**config.mk**
```make
export PLATFORM = sky130hd
export DESIGN_NAME = stopwatch_sequencer
export DESIGN_NICKNAME = d
export VERILOG_FILES = /design/src/rtl/stopwatch_pkg.sv /design/src/rtl/key_debounce.sv /design/src/rtl/stopwatch_sequencer.sv
export SDC_FILE = /design/constraint.sdc
export NUM_CORES = 1
export LEC_CHECK = 0
export BUFFER_PORTS_ARGS = -buffer_cell sky130_fd_sc_hd__buf_2
export CAP_MARGIN = 20
export CORE_MARGIN = 5
export CORE_UTILIZATION = 38
export DETAILED_ROUTE_END_ITERATION = 8
export GPL_ROUTABILITY_DRIVEN = 0
export GPL_TIMING_DRIVEN = 0
export MAX_ROUTING_LAYER = met4
export PLACE_DENSITY_LB_ADDON = 0.12
export SLEW_MARGIN = 20
export SYNTH_ARGS = -nofsm -noshare
export SYNTH_HDL_FRONTEND = slang
export SYNTH_SLANG_ARGS = --single-unit
```
**constraint.sdc**
```tcl
create_clock -name clk -period 1.6 [get_ports clk]
set_input_delay 0 -clock clk [delete_from_list [all_inputs] [get_ports clk]]
set_output_delay 0 -clock clk [all_outputs]
set_load 0.005 [all_outputs]
```
**src/rtl/stopwatch_pkg.sv**
```systemverilog
// ============================================================================
// stopwatch_pkg: state encoding and default timing constants shared by the
// stopwatch front-end. Optional LAP feature: STOPWATCH_LAP_EN.
// Revision: 1.0
// ============================================================================
`default_nettype none

package stopwatch_pkg;

  localparam int STATE_W = 2;

  typedef logic [STATE_W-1:0] state_t;

  localparam logic [1:0] ST_RESET  = 2'd0;
  localparam logic [1:0] ST_TIMING = 2'd1;
  localparam logic [1:0] ST_STOP   = 2'd2;
  localparam logic [1:0] ST_LAP    = 2'd3;

  localparam int DEF_TICK_DIV  = 500000;
  localparam int DEF_DB_CYCLES = 1000000;

  // LAP only counts when it is a reachable state.
  function automatic logic is_counting(input logic [1:0] st);
`ifdef STOPWATCH_LAP_EN
    return (st == ST_TIMING) || (st == ST_LAP);
`else
    return (st == ST_TIMING);
`endif
  endfunction

endpackage

`default_nettype wire

```
**src/rtl/key_debounce.sv**
```systemverilog
// ============================================================================
// key_debounce: 2-flop synchroniser, stability filter and single-cycle press
// pulse on the filtered 0->1 edge.
// Revision: 1.0
// ============================================================================
`default_nettype none

module key_debounce
  import stopwatch_pkg::*;
#(
  parameter int DB_CYCLES = DEF_DB_CYCLES
) (
  input  logic clk,
  input  logic reset,
  input  logic key_raw,
  output logic press_p
);

  localparam int              CW       = $clog2(DB_CYCLES + 1);
  localparam logic [CW-1:0]   CNT_LAST = CW'(DB_CYCLES - 1);

  logic [1:0]    sync_q,  sync_d;
  logic          level_q, level_d;
  logic          pulse_q, pulse_d;
  logic [CW-1:0] cnt_q,   cnt_d;

  always_comb begin
    sync_d  = {sync_q[0], key_raw};
    level_d = level_q;
    cnt_d   = '0;
    // Any cycle where the synchronised input agrees with the level restarts the count.
    if (sync_q[1] != level_q) begin
      if (cnt_q == CNT_LAST) begin
        level_d = sync_q[1];
      end else begin
        cnt_d = cnt_q + CW'(1);
      end
    end
    pulse_d = level_d & ~level_q;
  end

  always_ff @(posedge clk or posedge reset) begin
    if (reset) begin
      sync_q  <= '0;
      level_q <= 1'b0;
      pulse_q <= 1'b0;
      cnt_q   <= '0;
    end else begin
      sync_q  <= sync_d;
      level_q <= level_d;
      pulse_q <= pulse_d;
      cnt_q   <= cnt_d;
    end
  end

  assign press_p = pulse_q;

endmodule

`default_nettype wire

```
**src/rtl/stopwatch_sequencer.sv**
```systemverilog
// ============================================================================
// stopwatch_sequencer: debounced start/stop and lap/reset keys drive a
// four-state controller and a gated time-base prescaler.
// Optional LAP state and hold output: STOPWATCH_LAP_EN.
// Revision: 1.0
// ============================================================================
`default_nettype none

module stopwatch_sequencer
  import stopwatch_pkg::*;
#(
  parameter int TICK_DIV  = DEF_TICK_DIV,
  parameter int DB_CYCLES = DEF_DB_CYCLES
) (
  input  logic               clk,
  input  logic               reset,
  input  logic               key_ss,
  input  logic               key_lr,
  output logic               clr,
  output logic               count,
  output logic               hold,
  output logic               tick,
  output logic [STATE_W-1:0] state
);

  localparam int            PW         = $clog2(TICK_DIV);
  localparam logic [PW-1:0] PRESC_LAST = PW'(TICK_DIV - 1);

  logic          ss_p, lr_p;
  logic [1:0]    state_q, state_d;
  logic [PW-1:0] presc_q, presc_d;
  logic          tick_q,  tick_d;

  key_debounce #(.DB_CYCLES(DB_CYCLES)) u_db_ss (
    .clk     (clk),
    .reset   (reset),
    .key_raw (key_ss),
    .press_p (ss_p)
  );

  key_debounce #(.DB_CYCLES(DB_CYCLES)) u_db_lr (
    .clk     (clk),
    .reset   (reset),
    .key_raw (key_lr),
    .press_p (lr_p)
  );

  // ss_p is tested first everywhere, so a simultaneous lr_p is dropped.
  always_comb begin
    state_d = state_q;
    case (state_q)
      ST_RESET: begin
        if (ss_p) state_d = ST_TIMING;
      end
      ST_TIMING: begin
        if (ss_p) state_d = ST_STOP;
`ifdef STOPWATCH_LAP_EN
        else if (lr_p) state_d = ST_LAP;
`endif
      end
      ST_STOP: begin
        if (ss_p)      state_d = ST_TIMING;
        else if (lr_p) state_d = ST_RESET;
      end
`ifdef STOPWATCH_LAP_EN
      ST_LAP: begin
        if (ss_p)      state_d = ST_STOP;
        else if (lr_p) state_d = ST_TIMING;
      end
`endif
      default: state_d = ST_RESET;
    endcase
  end

  // Prescaler freezes outside the counting states so a resume keeps the fraction.
  always_comb begin
    presc_d = presc_q;
    tick_d  = 1'b0;
    if (state_q == ST_RESET) begin
      presc_d = '0;
    end else if (count) begin
      if (presc_q == PRESC_LAST) begin
        presc_d = '0;
        tick_d  = 1'b1;
      end else begin
        presc_d = presc_q + PW'(1);
      end
    end
  end

  always_ff @(posedge clk or posedge reset) begin
    if (reset) begin
      state_q <= ST_RESET;
      presc_q <= '0;
      tick_q  <= 1'b0;
    end else begin
      state_q <= state_d;
      presc_q <= presc_d;
      tick_q  <= tick_d;
    end
  end

  assign state = state_q;
  assign clr   = (state_q == ST_RESET);
  assign count = is_counting(state_q);
  // A strobe registered on the edge that leaves a counting state is suppressed here.
  assign tick  = tick_q & count;
`ifdef STOPWATCH_LAP_EN
  assign hold  = (state_q == ST_LAP);
`else
  assign hold  = 1'b0;
`endif

endmodule

`default_nettype wire

```
==> results of run 1 <==
==> worst max path at each step <==
stage	startpoint	end	slack [ns]	cells past startpoint
6_report	u_db_ss.cnt_q[0]$_DFF_PP0_	u_db_ss.level_q$_DFF_PP0_	-0.13	5
5_1_grt	presc_q[1]$_DFFE_PP0P_	presc_q[9]$_DFFE_PP0P_	-0.21	7
4_1_cts	presc_q[0]$_DFFE_PP0P_	presc_q[12]$_DFFE_PP0P_	-0.19	8
3_5_place_dp	presc_q[0]$_DFFE_PP0P_	presc_q[11]$_DFFE_PP0P_	-0.28	8
3_3_place_gp	state[0]$_DFFE_PP0P_	presc_q[11]$_DFFE_PP0P_	-0.29	6
2_1_floorplan	presc_q[0]$_DFFE_PP0P_	presc_q[11]$_DFFE_PP0P_	-0.14	8
==> power by group through the flow <==
stage,clock (mW),combinational (mW),sequential (mW)
final,1.51,0.204,1.80
after global routing,1.61,0.227,1.80
after CTS,1.55,0.163,1.80
after detailed placement,0,0.110,1.84
after global placement,0,0.0945,1.84
after floorplan,0,0.0685,1.83
==> layout make-up <==
cell class | count | area share
Buffer | 10 | 0.0218
Multi-Input combinational cell | 258 | 0.412
Sequential cell | 70 | 0.370
Tap cell | 108 | 0.0284
Inverter | 7 | 0.00737
Clock buffer | 11 | 0.0319
Timing Repair Buffer | 60 | 0.116
Clock inverter | 5 | 0.0121
==> Yosys cell counts (2+ instances only) <==
master / number
and3_1: 9
xor2_1: 27
o21ai_0: 10
or2_1: 2
nor4_1: 3
nor3_1: 9
nor2_1: 49
a21oi_1: 2
ha_1: 3
a31oi_1: 2
inv_1: 6
clkbuf_1: 2
dfrtp_1: 70
a22o_1: 2
or3_1: 6
buf_6: 4
o311ai_0: 2
nand4_1: 10
nand3_1: 34
nor4_2: 2
or2_2: 2
a21o_1: 3
and4_1: 6
nand2_1: 36
nor4b_1: 2
buf_4: 4
xnor2_1: 14
==> registers in the layout, summed over array words and instances (netlist names) <==
name	cells
presc_q	19
state	2
tick_q	1
u_db_lr.cnt_q	20
u_db_lr.level_q	1
u_db_lr.press_p	1
u_db_lr.sync_q	2
u_db_ss.cnt_q	20
u_db_ss.level_q	1
u_db_ss.press_p	1
u_db_ss.sync_q	2
==> layer usage <==
metal | wire [um] | up-vias | global-route usage | share of wire
met3 | 139 | 9 | 0.0257 | 0.017
met1 | 3960 | 1365 | 0.198 | 0.50
li1 | - | 1343 | - | -
met5 | 0 | - | - | 0
met4 | 125 | 0 | 0.0553 | 0.016
met2 | 3720 | 25 | 0.211 | 0.47
==> worst reg2reg max path, cell delays in order, from the launching register on <==
cell and delay (ns):
dfrtp_1 0.37, ha_2 0.22, nand3_4 0.08, or2_4 0.24
or3_4 0.40, mux2_4 0.31
==> cells by family (layout without fill, tap and decap cells) <==
family,Yosys count,count (layout),synth area share
muxes,3,3,0.00941
adders and majority gates,3,3,0.0109
xor gates and xnor gates,41,41,0.104
AOI/OAI and AO/OA,27,27,0.0539
buffers and inverters,18,93,0.0329
DFF,70,70,0.507
and+or+nand+nor,183,183,0.281
other,1,1,0.00109
==> timing repair <==
item / 4_1_cts / 5_1_grt
setup endpoints to repair: 60 / 52
resized for setup: 34 / 66
gates cloned: 1 / 3
pin swaps: 21 / 23
buffers inserted: 24 / 20
endpoints found under the hold margin: 28 / 0
hold buffers: 3 / 0
==> results.toml, run 1 <==
[run_status]
status = "finished with violations"
violations = "setup timing"

[clock_network]
cts_root_buf = "clkbuf_8"
clock_latency_ns = 0.34
htreeDepth = 3
cts_tree = "yes"
clkSinkCount = 70
cts_made_buffers = 9
clkTransAtPathRegs_ns = 0.09
clockBufferDepth = 2

[power]
powerDensity_nw_per_um2 = 740
p_switching_mw = 0.826
swShare = 0.235
ir_worst_vdd_v = 0.000399
p_int_mw = 2.69
p_leak_nw = 2.04
power_frac_seq = 0.511
pwr-share-clk = 0.431
comb_power_share = 0.058
total_power_mw = 3.52

[grt]
overflow = 0
grt_use_total = 0.144
grt_pass1_wl_um = 12600
grt_max_degree = 28
antenna_found_initial = 0
grt_pass1_vias = 2532

[cells_and_area]
final_area_sq_um = 4750
drive_gt1_frac = 0.392
final_cell_mix = "dfrtp_1, buf_4, nand2_1"
antenna_cells = 0
utilization = 0.540
fillers = 753
multi_input_area_sq_um = 1960
final-instance-count-excl-fill = 529
final_nets = 423
final_common_cell = "dfrtp_1"
syn_to_final_growth_pct = 37.5
seq_area_sq_um = 1760

[timing]
slew_headroom = 0.578
fin_crit_ns = 1.73
clock_skew_ns = 0.0138
whs_ns = 0.283
setup_viol = 38
drv_slew = 0
fmax_mhz = 578
final_hold_viol_count = 0
rsz0062_at_grt = "true"
finalCritPeriodShare = 1.08
worst_pin_slew_ns = 0.631
tns_ns = -3.36
layout_setup_ws_ns = -0.129

[detailed_routing]
wl_per_cell_um = 15.0
route.vias.total = 2742
route.detailed.drc = 0
totalWireLength_um = 7950
drtPass1Iterations = 4
dr.first_iter.drc_count = 61
ant_nets = 0
vias_per_cell = 5.18

[synthesis]
seq_area_frac_synth = 0.507
synth_edf_count = 0
yosysTopAreaCell = "dfrtp_1"
async_reset_ff_frac = 1.00
syn_area_sq_um = 3460
syn_nets = 353
synth_top_area_frac = 0.507
synthTopCellsByArea = "dfrtp_1, xor2_1, nor2_1"
synthFlopType = "dfrtp_1"
ys.warnings.count = 0
synth-seq-cells = 70
ys_types = 52
syn_inst = 346
syn-mean-instance-area_sq_um = 9.99

[setup_path]
r2r_end = "u_db_ss.level_q$_DFF_PP0_"
crit_arrival_ns = 1.95
path_buf_inv = 0
slowest_delay_ns = 0.40
cp_max_fo = 4
cp-end-kind = "flop"
critPathTopFamily = "simple AND/OR/NAND/NOR gates"
path_class = "flop to flop"
r2r_cells = 5
worst-r2r-setup-slack_ns = -0.13
r2r_start = "u_db_ss.cnt_q[0]$_DFF_PP0_"
cp_cell_sequence = "ha_2 -> nand3_4 -> or2_4 -> or3_4 -> mux2_4"
cp_slowest_cell = "or3_4"
crit_required_ns = 1.82
start_kind = "flop"

[placed_design]
dp_cells = 464
dp_hpwl_um = 4680
port_buffers = 8
post-place-ws_ns = -0.285
placed_area_sq_um = 3730

[die]
initial_core_util = 0.392
io_pins = 10
die_h_um = 105
core_area_sq_um = 8810
die_x_um = 105
die_area_sq_um = 11100
placementRows = 34

[job]
drv_cap = 0

[min_path]
min_path_type = "primary input to async pin"
Power figures use the tool's default switching activity.
==> inputs of run 2 (changes only) <==
--- a/config.mk
+++ b/config.mk
@@ -11,7 +11,6 @@
 export CORE_UTILIZATION = 38
 export DETAILED_ROUTE_END_ITERATION = 8
 export GPL_ROUTABILITY_DRIVEN = 0
-export GPL_TIMING_DRIVEN = 0
 export MAX_ROUTING_LAYER = met4
 export PLACE_DENSITY_LB_ADDON = 0.12
 export SLEW_MARGIN = 20
==> run 2 against run 1 <==
  * The run still ends with setup timing left
  * Count of clock-buffer cells in the layout down 1
  * Fmax up 0.58%
  * Combinational power shrank 20%
  * Register-to-register slack about the same
  * Core utilization up 0.44 points
==> results.toml, run 2 (synthesized netlist as in run 1, its figures left out) <==
[setup_path]
r2r_end = "u_db_ss.level_q$_DFF_PP0_"
start_kind = "flop"
crit_arrival_ns = 1.94
cp_max_fo = 6
cp-startpoint = "u_db_ss.cnt_q[1]$_DFF_PP0_"
crit_required_ns = 1.82
r2r_start = "u_db_ss.cnt_q[1]$_DFF_PP0_"
path_class = "flop to flop"
r2r_cells = 5
cp-end-kind = "flop"
worst-r2r-setup-slack_ns = -0.12
setup.worst_path.end = "u_db_ss.level_q$_DFF_PP0_"

[placed_design]
dp_cells = 515
dp_hpwl_um = 4990
port_buffers = 8
post-place-ws_ns = -0.159

[detailed_routing]
drtPass1Iterations = 4
dr.first_iter.drc_count = 77
ant_nets = 0
route.detailed.drc = 0
wl_per_cell_um = 13.8
totalWireLength_um = 7710
vias_per_cell = 5.03
route.vias.total = 2816

[die]
core_area_sq_um = 8810
placementRows = 34
die_x_um = 105
io_pins = 10
initial_core_util = 0.392
die_area_sq_um = 11100
die_h_um = 105

[cells_and_area]
final-instance-count-excl-fill = 560
drive_gt1_frac = 0.365
final_nets = 454
final_cell_mix = "buf_4, dfrtp_1, nor2_1"
reg.largest.list = "u_db_lr.cnt_q x20, u_db_ss.cnt_q x20, presc_q x19"
antenna_cells = 0
final_common_cell = "buf_4"
syn_to_final_growth_pct = 38.7

[clock_network]
htreeDepth = 3
clock_latency_ns = 0.35
cts_made_buffers = 9
clkSinkCount = 70
clkTransAtPathRegs_ns = 0.08
cts_tree = "yes"
cts_root_buf = "clkbuf_8"
clockBufferDepth = 2

[min_path]
min_path_type = "primary input to async pin"

[timing]
drv_slew = 0
final_hold_viol_count = 0
finalCritPeriodShare = 1.07
slew_headroom = 0.437
worst_pin_slew_ns = 0.844
rsz0062_at_grt = "true"
layout_setup_ws_ns = -0.119
fmax_mhz = 582
fin_crit_ns = 1.72
setup_viol = 31
clock_skew_ns = 0.0137

[grt]
grt_busiest_layer = "met2"
grt_use_total = 0.147
grtUsageMet2 = 0.222
grt_max_degree = 31
antenna_found_initial = 0
grt_use_met3 = 0.0452
overflow = 0
grt_pass1_wl_um = 12800
use_met1 = 0.193
grt_pass1_vias = 2668

[power]
ir_worst_vdd_v = 0.000403
total_power_mw = 3.69
p_leak_nw = 2.13
powerDensity_nw_per_um2 = 771

[run_status]
status = "finished with violations"
violations = "setup timing"

[job]
drv_cap = 0
run 2: where the power goes:
part           internal, mW  switching (mW)
clock network          1.03           0.694
logic                0.0738          0.0890
registers              1.79          0.0170
total                  2.89           0.800
run 2: how the worst min path moves through the flow:
stage / to / slack, ns / cells after the start
2_1_floorplan: u_db_lr.sync_q[0]$_DFF_PP0_ / 0.03 / 0
3_3_place_gp: u_db_ss.cnt_q[13]$_DFF_PP0_ / 0.06 / 2
3_5_place_dp: u_db_ss.cnt_q[13]$_DFF_PP0_ / 0.07 / 2
4_1_cts: u_db_ss.cnt_q[13]$_DFF_PP0_ / 0.23 / 3
5_1_grt: u_db_ss.cnt_q[13]$_DFF_PP0_ / 0.26 / 3
6_report: u_db_ss.cnt_q[13]$_DFF_PP0_ / 0.24 / 3
run 2: layout make-up:
class | instances | area, sq um
repair buffers | 97 | 797
well taps | 108 | 135
flip-flops and latches | 70 | 1760
clock buffers | 10 | 128
clock inverters | 6 | 110
inverters | 7 | 33.8
fillers | 794 | 4010
multi-input cells | 262 | 1830
run 2: per-layer routing:
| metal | part of all wire | routed length [um] |
|---|---|---|
| met5 | 0 | 0 |
| met4 | 0.0065 | 50 |
| met3 | 0.029 | 221 |
| met2 | 0.48 | 3710 |
| met1 | 0.48 | 3730 |
run 2: critical path, cell delays in order, from the launching register on:
cell and delay [ns]:
dfrtp_1 0.37, ha_2 0.20, nand3_2 0.07, or2_1 0.23, or3_4 0.43, mux2_4 0.31
run 2: what timing repair did:
action | 4_1_cts | 5_1_grt
gates cloned | 1 | 3
resized for setup | 6 | 39
hold buffers | 3 | 0
endpoints found under the hold margin | 22 | 0
setup buffers | 3 | 20
pin swaps | 10 | 21
setup endpoints to repair | 31 | 56
run 2: metrics by stage:
step	hold slack, ns	setup TNS (ns)	utilization	instance area, sq um
after floorplan	0.0314	-1.37	-	3510
after CTS	0.230	-1.62	0.505	4440
after detailed placement	0.0664	-1.61	0.468	4120
final	0.237	-2.09	0.544	4790
after global placement	0.0616	-1.60	0.468	4120
after global routing	0.261	-4.80	0.544	4790
==> inputs of run 3 (changes only) <==
--- a/config.mk
+++ b/config.mk
@@ -9,6 +9,7 @@
 export CAP_MARGIN = 20
 export CORE_MARGIN = 5
 export CORE_UTILIZATION = 38
+export CTS_BUF_LIST = sky130_fd_sc_hd__clkbuf_8
 export DETAILED_ROUTE_END_ITERATION = 8
 export GPL_ROUTABILITY_DRIVEN = 0
 export MAX_ROUTING_LAYER = met4
==> run 3 against run 2 <==
  * The flow still finishes with violations (setup timing)
  * Clock power about the same
  * Core utilization did not move
  * Final area stayed put
  * Clock skew did not move
  * First-iteration DRC count is the same
  * Global-route usage unchanged
  * Count of clock-buffer cells in the layout is 1 lower
  * Register-to-register slack about the same
  * Cell count unchanged
  * Routed wire length did not move
  * Worst setup slack is the same
  * Total power down 0.16%
  * Largest power group unchanged
==> results.toml, run 3 (synthesized netlist as in run 1, its figures left out) <==
[detailed_routing]
totalWireLength_um = 7710
wl_per_cell_um = 13.8
dr.first_iter.drc_count = 77
drtPass1Iterations = 4
route.vias.total = 2816
vias_per_cell = 5.03
ant_nets = 0
route.detailed.drc = 0

[clock_network]
cts_root_buf = "clkbuf_8"
clockBufferDepth = 2
cts_tree = "yes"
cts_made_buffers = 9
clkTransAtPathRegs_ns = 0.08
clkSinkCount = 70
htreeDepth = 3
clock_latency_ns = 0.35

[job]
drv_cap = 0

[cells_and_area]
antenna_cells = 0
drive_gt1_frac = 0.365
final_area_sq_um = 4790
syn_to_final_growth_pct = 38.7
final_nets = 454
final_cell_mix = "buf_4, dfrtp_1, nor2_1"
fillers = 794
reg.largest.list = "u_db_lr.cnt_q x20, u_db_ss.cnt_q x20, presc_q x19"
utilization = 0.544
final_common_cell = "buf_4"

[grt]
grt_pass1_vias = 2668
overflow = 0
antenna_found_initial = 0
grt_use_total = 0.147
grt_pass1_wl_um = 12800
grt_max_degree = 31

[setup_path]
worst-r2r-setup-slack_ns = -0.12
crit_arrival_ns = 1.94
r2r_end = "u_db_ss.level_q$_DFF_PP0_"
cp-end-kind = "flop"
start_kind = "flop"
cp_max_fo = 6
r2r_cells = 5
r2r_start = "u_db_ss.cnt_q[1]$_DFF_PP0_"
path_class = "flop to flop"
crit_required_ns = 1.82

[timing]
fin_crit_ns = 1.72
tns_ns = -2.09
layout_setup_ws_ns = -0.119
clock_skew_ns = 0.0137
final_hold_viol_count = 0
rsz0062_at_grt = "true"
finalCritPeriodShare = 1.07
worst_pin_slew_ns = 0.844
fmax_mhz = 582
whs_ns = 0.237
setup_viol = 31
drv_slew = 0
slew_headroom = 0.437

[min_path]
min_path_type = "primary input to async pin"

[die]
io_pins = 10
initial_core_util = 0.392
die_x_um = 105
die_area_sq_um = 11100
die_h_um = 105
core_area_sq_um = 8810
placementRows = 34

[placed_design]
placed_area_sq_um = 4120
dp_hpwl_um = 4990
port_buffers = 8

[power]
powerDensity_nw_per_um2 = 769
ir_worst_vdd_v = 0.000404
total_power_mw = 3.69
p_leak_nw = 2.13

[run_status]
status = "finished with violations"
violations = "setup timing"
run 3: area by class of cell:
class,instances,area [sq um],area share
Sequential cell,70,1760,0.366
Multi-Input combinational cell,262,1830,0.383
Timing Repair Buffer,97,797,0.166
Tap cell,108,135,0.0282
Clock inverter,7,114,0.0238
Clock buffer,9,124,0.0258
Inverter,7,33.8,0.00705
run 3: worst max-delay path by stage:
| stage | startpoint | endpoint | slack (ns) | cells after the start |
|---|---|---|---|---|
| global route | u_db_ss.cnt_q[1]$_DFF_PP0_ | u_db_ss.cnt_q[10]$_DFF_PP0_ | -0.18 | 7 |
| global placement | presc_q[1]$_DFFE_PP0P_ | presc_q[11]$_DFFE_PP0P_ | -0.12 | 6 |
| finish | u_db_ss.cnt_q[1]$_DFF_PP0_ | u_db_ss.level_q$_DFF_PP0_ | -0.12 | 5 |
| detailed placement | presc_q[1]$_DFFE_PP0P_ | presc_q[11]$_DFFE_PP0P_ | -0.16 | 6 |
| CTS | presc_q[14]$_DFFE_PP0P_ | presc_q[15]$_DFFE_PP0P_ | -0.09 | 5 |
| floorplan | presc_q[0]$_DFFE_PP0P_ | presc_q[11]$_DFFE_PP0P_ | -0.14 | 8 |
run 3: worst max-delay path, cell delays in order (launching register included):
cell	delay [ns]
dfrtp_1	0.37
ha_2	0.20
nand3_2	0.07
or2_1	0.23
or3_4	0.43
mux2_4	0.31
run 3: repair_timing:
item	CTS	global route
pin swaps	9	22
setup endpoints to repair	31	56
gates cloned	1	3
endpoints found under the hold margin	22	0
hold buffers	3	0
setup buffers	3	20
gates resized for setup	6	39
run 3: stage by stage:
stage / std cells / setup WS [ns]
after floorplan: 346 / -0.137
after global placement: 515 / -0.117
after detailed placement: 515 / -0.159
after CTS: 538 / -0.0880
after global routing: 560 / -0.180
final: 560 / -0.119
run 3: power by group:
part	total [mW]	internal, mW	switching (mW)
Combinational	0.163	0.0738	0.0890
Clock	1.72	1.03	0.694
Sequential	1.80	1.79	0.0170
Total	3.69	2.89	0.800
run 3: per-layer routing:
metal  track usage  routed length (um)  up-vias
met5             -                   0        -
met1         0.193                3730     1368
met4        0.0337                  50        0
met3        0.0452                 221        6
met2         0.222                3710       34
li1              -                   -     1408
